==> config.mk <==
export PLATFORM = sky130hd
export DESIGN_NAME = mem_arbiter
export DESIGN_NICKNAME = d
export VERILOG_FILES = /design/src/rtl/mem_arb_pkg.sv /design/src/rtl/mem_arb_pick.sv /design/src/rtl/mem_arbiter.sv
export SDC_FILE = /design/constraint.sdc
export NUM_CORES = 1
export LEC_CHECK = 0
export CORE_AREA = 2 2 106 108
export CTS_CLUSTER_DIAMETER = 150
export DETAILED_ROUTE_END_ITERATION = 10
export DIE_AREA = 0 0 108 110
export GPL_ROUTABILITY_DRIVEN = 0
export HOLD_SLACK_MARGIN = 0.03
export PLACE_DENSITY = 0.81
export SKIP_CTS_REPAIR_TIMING = 1
export SLEW_MARGIN = 20
export SYNTH_ARGS = -nofsm -noshare
export SYNTH_HDL_FRONTEND = slang
export SYNTH_SLANG_ARGS = --single-unit
==> constraint.sdc <==
create_clock -name clk -period 3.1 [get_ports clk]
set_clock_uncertainty 0.15 [all_clocks]
set_input_delay 0.62 -clock clk [delete_from_list [all_inputs] [get_ports clk]]
set_output_delay 0.62 -clock clk [all_outputs]
set_load 0.005 [all_outputs]
==> src/rtl/mem_arb_pkg.sv <==
// mem_arb_pkg: shared FSM state and owner encodings for mem_arbiter.
package mem_arb_pkg;

    typedef enum logic [1:0] {S_IDLE, S_REQ, S_WAIT} state_e;

    typedef enum logic {OWNER_IF, OWNER_D} owner_e;

endpackage

==> src/rtl/mem_arb_pick.sv <==
// mem_arb_pick: grant selection, data over fetch; MEM_ARB_FAIR_EN adds a starvation counter.
module mem_arb_pick #(
    parameter int STARVE_LIMIT = 4
) (
`ifdef MEM_ARB_FAIR_EN
    input  logic clk,
    input  logic rst,
`endif
    input  logic en,
    input  logic if_req,
    input  logic d_req,
    output logic if_gnt,
    output logic d_gnt
);

    logic starve;

`ifdef MEM_ARB_FAIR_EN
    localparam int CNT_W = $clog2(STARVE_LIMIT + 1);

    logic [CNT_W-1:0] cnt_q, cnt_d;

    assign starve = cnt_q == CNT_W'(STARVE_LIMIT);

    // Counts data grants that left a fetch waiting; any fetch grant or uncontested data grant clears it.
    always_comb cnt_d = if_gnt ? '0 : d_gnt ? (if_req ? cnt_q + CNT_W'(1) : '0) : cnt_q;

    always_ff @(posedge clk) cnt_q <= !rst ? '0 : cnt_d;
`else
    assign starve = 1'b0;
`endif

    always_comb begin
        d_gnt  = en && d_req && !(if_req && starve);
        if_gnt = en && if_req && !d_gnt;
    end

endmodule

==> src/rtl/mem_arbiter.sv <==
// mem_arbiter: shares one single-port memory between fetch and data ports, one transaction at a time.
// Define MEM_ARB_FAIR_EN to bound fetch starvation at STARVE_LIMIT consecutive data grants.
module mem_arbiter
    import mem_arb_pkg::*;
#(
    parameter int ADDR_W       = 32,
    parameter int DATA_W       = 32,
    parameter int STARVE_LIMIT = 4
) (
    input  logic              clk,
    input  logic              rst,
    input  logic              if_req,
    input  logic [ADDR_W-1:0] if_addr,
    output logic              if_gnt,
    output logic              if_rvalid,
    output logic [DATA_W-1:0] if_rdata,
    input  logic              d_req,
    input  logic              d_we,
    input  logic [ADDR_W-1:0] d_addr,
    input  logic [DATA_W-1:0] d_wdata,
    output logic              d_gnt,
    output logic              d_rvalid,
    output logic [DATA_W-1:0] d_rdata,
    output logic              mem_req,
    output logic              mem_we,
    output logic [ADDR_W-1:0] mem_addr,
    output logic [DATA_W-1:0] mem_wdata,
    input  logic              mem_gnt,
    input  logic              mem_rvalid,
    input  logic [DATA_W-1:0] mem_rdata,
    output logic              busy
);

    state_e            state_q, state_d;
    owner_e            owner_q, owner_d;
    logic              we_q, we_d;
    logic [ADDR_W-1:0] addr_q, addr_d;
    logic [DATA_W-1:0] wdata_q, wdata_d;
    logic              fwd;

    mem_arb_pick #(.STARVE_LIMIT(STARVE_LIMIT)) u_pick (
`ifdef MEM_ARB_FAIR_EN
        .clk    (clk),
        .rst    (rst),
`endif
        .en     (rst && state_q == S_IDLE),
        .if_req (if_req),
        .d_req  (d_req),
        .if_gnt (if_gnt),
        .d_gnt  (d_gnt)
    );

    always_comb begin
        state_d = state_q;
        owner_d = owner_q;
        we_d    = we_q;
        addr_d  = addr_q;
        wdata_d = wdata_q;
        if (if_gnt || d_gnt) begin
            state_d = S_REQ;
            owner_d = d_gnt ? OWNER_D : OWNER_IF;
            we_d    = d_gnt && d_we;
            addr_d  = d_gnt ? d_addr : if_addr;
            wdata_d = d_gnt ? d_wdata : '0;
        end else if (state_q == S_REQ && mem_gnt) begin
            state_d = S_WAIT;
        end else if (state_q == S_WAIT && mem_rvalid) begin
            state_d = S_IDLE;
        end
    end

    always_ff @(posedge clk) begin
        if (!rst) begin
            state_q <= S_IDLE;
            owner_q <= OWNER_IF;
            we_q    <= 1'b0;
            addr_q  <= '0;
            wdata_q <= '0;
        end else begin
            state_q <= state_d;
            owner_q <= owner_d;
            we_q    <= we_d;
            addr_q  <= addr_d;
            wdata_q <= wdata_d;
        end
    end

    // Responses outside WAIT are stray and dropped.
    assign fwd       = rst && state_q == S_WAIT && mem_rvalid;
    assign if_rvalid = fwd && owner_q == OWNER_IF;
    assign d_rvalid  = fwd && owner_q == OWNER_D;
    assign if_rdata  = mem_rdata;
    assign d_rdata   = mem_rdata;
    assign mem_req   = state_q == S_REQ;
    assign mem_we    = we_q;
    assign mem_addr  = addr_q;
    assign mem_wdata = wdata_q;
    assign busy      = state_q != S_IDLE;

endmodule

==> summary.txt <==
Outcome
  – Outcome: finished, final reports clean

Cells and area
  – Layout net count: between 500 and 600
  – Sequential cell area: approximately 1400 um2
  – Layout cell share with drive strength beyond 1: about a tenth
  – Fill cell instance count of the final layout: ~1,000
  – Multi-input gate area: between 1000 and 1500 um2
  – Area Growth Syn to Fin: 48.3%
  – Final Util: a little under half
  – Antenna Cells: 0

Routing
  – Routed wl met2: 5020 um
  – Routed wire length: between 10,000 and 15,000 um
  – WL per Instance: between 15 and 20 um
  – Number of nets still failing antenna checks after routing: 0
  – Iter 0 DRT Violations: approximately 160
  – Uppermost signal routing layer after detailed routing: met4
  – Number of vias per cell: 5.12
  – Detailed-route wire length on metal 1: ~4000 um
  – Met3 routed WL: 698 um
  – DRC violation count after routing: 0
  – DR pass1 iterations: 4
  – Number of vias after detailed routing: around 3,000

Clock network
  – Number of levels in the clock H-tree: 3
  – Clock latency of the later-clocked register in the worst-skew pair: around 340 ps
  – Inserted Clock Buffers: 9
  – CTS sink count: 68
  – Clock root cell: sky130_fd_sc_hd__clkbuf_8
  – TritonCTS clock tree: built
  – Maximum root-to-sink buffer count: 2
  – Clock-pin transition on the worst setup and hold timing paths: approximately 70 ps

Yosys
  – Library cell occupying the most area in the post-synthesis netlist: sky130_fd_sc_hd__dfxtp_1
  – Post-synthesis instance total: between 300 and 400
  – Top cells by area, synth: sky130_fd_sc_hd__dfxtp_1 (41%), sky130_fd_sc_hd__buf_4 (15%), sky130_fd_sc_hd__a22o_1 (8.7%)
  – Fraction of the yosys area taken by sequential cells: between 40% and 50%
  – Share of synthesized registers carrying an async set or reset: 0%
  – Count leader, synth: sky130_fd_sc_hd__dfxtp_1
  – Proportion of netlist area held by the largest area contributor: about two fifths
  – Netlist area before placement: 3330 um2
  – Number of flops mapped to enable cells by yosys: 0
  – Average cell area after synthesis: just under 10 um2
  – Most used flip-flop cell after synthesis: sky130_fd_sc_hd__dfxtp_1
  – Warnings from Yosys: 0
  – Synthesis-stage register bit count: 68
  – Netlist cell types: 27
  – Leading cell types by count after synthesis: sky130_fd_sc_hd__dfxtp_1 (68), sky130_fd_sc_hd__buf_4 (65), sky130_fd_sc_hd__a22o_1 (33)
  – Post-Synthesis Net Count: ~480

Worst hold path
  – Worst min path class: reg2reg

Critical path
  – Critical Path Start Type: primary input
  – Crit path capture type: output pin
  – Required time of the critical path: approximately 2300 ps
  – Crit path max fanout: 5
  – Arrival time at the worst endpoint: roughly 2200 ps
  – R2r setup slk: 1000 ps
  – Worst setup path class: in2out

Timing
  – Final setup vio count: 0
  – Worst slew pin tran: about 660 ps
  – Tmin final: 2920 ps
  – Tightest slew margin relative to the limit: ~56%
  – Top achievable clock speed: between 300 and 400 MHz
  – Period utilization: 94.2%
  – Fin. max-slew vios: 0
  – Unrepaired setup endpoints after global routing: false
  – Total negative slack for setup checks: 0 ps
  – Final Hold Violating Endpoints: 0

Global routing
  – Initial antenna violation count: 0
  – Pin count of the biggest net entering global routing: slightly above 40
  – Overall overflow remaining after global route: 0
  – Via count of the first global-routing pass: between 3,000 and 4,000
  – Wire length of the first global-routing pass: about 15,000 um
  – Total GRT Usage: 16.4%

Floorplanning
  – Total I/O pin count: between 200 and 300
  – Total number of placement rows: 38
  – Die Width: 108 um
  – Floorplan die area: about 12,000 um2
  – Floorplan die height: between 100 and 150 um
  – Core region area: ~11,000 um2
  – Effective utilization at floorplan: a little under a third

Power
  – Static leakage: 1.89 nW
  – Switching Share: about a quarter
  – Part of the power in registers: approximately 40%
  – Switch Pwr: 0.636 mW
  – VDD IR-drop max: 252 uV
  – Power density over the cells: 511 nW/um2
  – Internal power summed over all cells: 1.89 mW
  – Clock network fraction of design power: a little under two fifths
  – Combinational fraction of design power: a little under a quarter

Flow run
  – Max-cap viol count: 0

Placement
  – I/O Buffers: about 170
  – Detailed Place HPWL: around 7200 um
area by class of cell:
class | instances | share of cell area (%)
clock buffer | 11 | 3.06
clock inverter | 5 | 2.15
inverter | 4 | 0.304
multi-input combinational | 179 | 27.1
sequential | 68 | 27.6
tap | 140 | 3.55
timing repair buffer | 182 | 36.3
critical path, stage by stage:
cell and delay [ps]:
sky130_fd_sc_hd__clkdlybuf4s50_1 630, sky130_fd_sc_hd__nand3_1 150, sky130_fd_sc_hd__nor3b_1 210, sky130_fd_sc_hd__clkdlybuf4s50_1 540
per-stage QoR:
stage | worst slack (ps) | hold WS [ps] | area [um2] | power, mW | std cells
2_1_floorplan | 1030 | 315 | 3330 | 1.33 | 343
3_3_place_gp | 165 | 306 | 4680 | 1.60 | 573
3_5_place_dp | 207 | 309 | 4680 | 1.61 | 573
4_1_cts | 184 | 332 | 4940 | 2.56 | 589
5_1_grt | 96.6 | 343 | 4940 | 2.66 | 589
6_report | 181 | 325 | 4940 | 2.53 | 589
per-layer routing:
| layer | track usage (%) | vias up |
|---|---|---|
| li1 | - | 1411 |
| met1 | 18.5 | 1433 |
| met2 | 27.1 | 129 |
| met3 | 4.35 | 43 |
| met4 | 11.0 | 0 |
| met5 | 0 | - |
cell families after synthesis:
family                 after synthesis  share of synthesized area, %
AOI/OAI and AO/OA                  132                          31.1
buffers and inverters               96                          19.0
DFF                                 68                          40.9
muxes                               12                          3.61
and+or+nand+nor                     35                          5.41
flip-flops by register name, indices dropped and copies added, names as in the netlist:
name,cells
mem_addr,32
mem_wdata,32
state_q,2
mem_we,1
owner_q,1
worst paths after layout:
check / startpoint / endpoint / depth (start not counted)
worst min register to register: mem_wdata[19] / mem_wdata[19] / 1
worst max-delay path: rst / d_rvalid / 4
worst min-delay path: mem_wdata[19] / mem_wdata[19] / 1
worst max register to register: state_q[0] / mem_addr[8] / 4
cell usage in the layout, fill, tap and decap left out:
cell type	synthesis	routed
sky130_fd_sc_hd__a22o_1	33	33
sky130_fd_sc_hd__inv_2	4	4
sky130_fd_sc_hd__clkbuf_8	0	11
sky130_fd_sc_hd__buf_2	16	1
sky130_fd_sc_hd__clkdlybuf4s50_1	0	172
sky130_fd_sc_hd__a31o_1	2	2
sky130_fd_sc_hd__dfxtp_1	68	68
sky130_fd_sc_hd__nor2_4	1	1
sky130_fd_sc_hd__bufinv_16	0	3
sky130_fd_sc_hd__a211oi_1	1	1
sky130_fd_sc_hd__o21ba_2	1	1
sky130_fd_sc_hd__mux2i_1	12	12
sky130_fd_sc_hd__nor3_1	13	13
sky130_fd_sc_hd__a21o_1	20	20
sky130_fd_sc_hd__inv_6	0	1
sky130_fd_sc_hd__nand4bb_1	2	2
sky130_fd_sc_hd__o221ai_1	20	20
sky130_fd_sc_hd__clkinvlp_4	0	1
sky130_fd_sc_hd__o21a_1	1	1
sky130_fd_sc_hd__nand3_1	1	1
sky130_fd_sc_hd__nand2_1	1	1
sky130_fd_sc_hd__nand2b_1	1	1
sky130_fd_sc_hd__o21ai_0	21	21
sky130_fd_sc_hd__nor2_1	14	14
sky130_fd_sc_hd__a21oi_1	21	21
sky130_fd_sc_hd__a2111oi_1	2	2
sky130_fd_sc_hd__a2111oi_2	10	10
sky130_fd_sc_hd__buf_4	65	9
sky130_fd_sc_hd__nor3b_1	1	1
sky130_fd_sc_hd__nor2b_1	1	1
power groups by stage:
stage                     Combinational (mW)  Sequential, mW  Clock [mW]
after detailed placement               0.577            1.04           0
after global placement                 0.564            1.03           0
after global routing                   0.620            1.03        1.01
after CTS                              0.579            1.02       0.962
after floorplan                        0.298            1.03           0
final                                  0.576            1.02       0.934
Note: power is estimated with default switching activity, not from simulation.
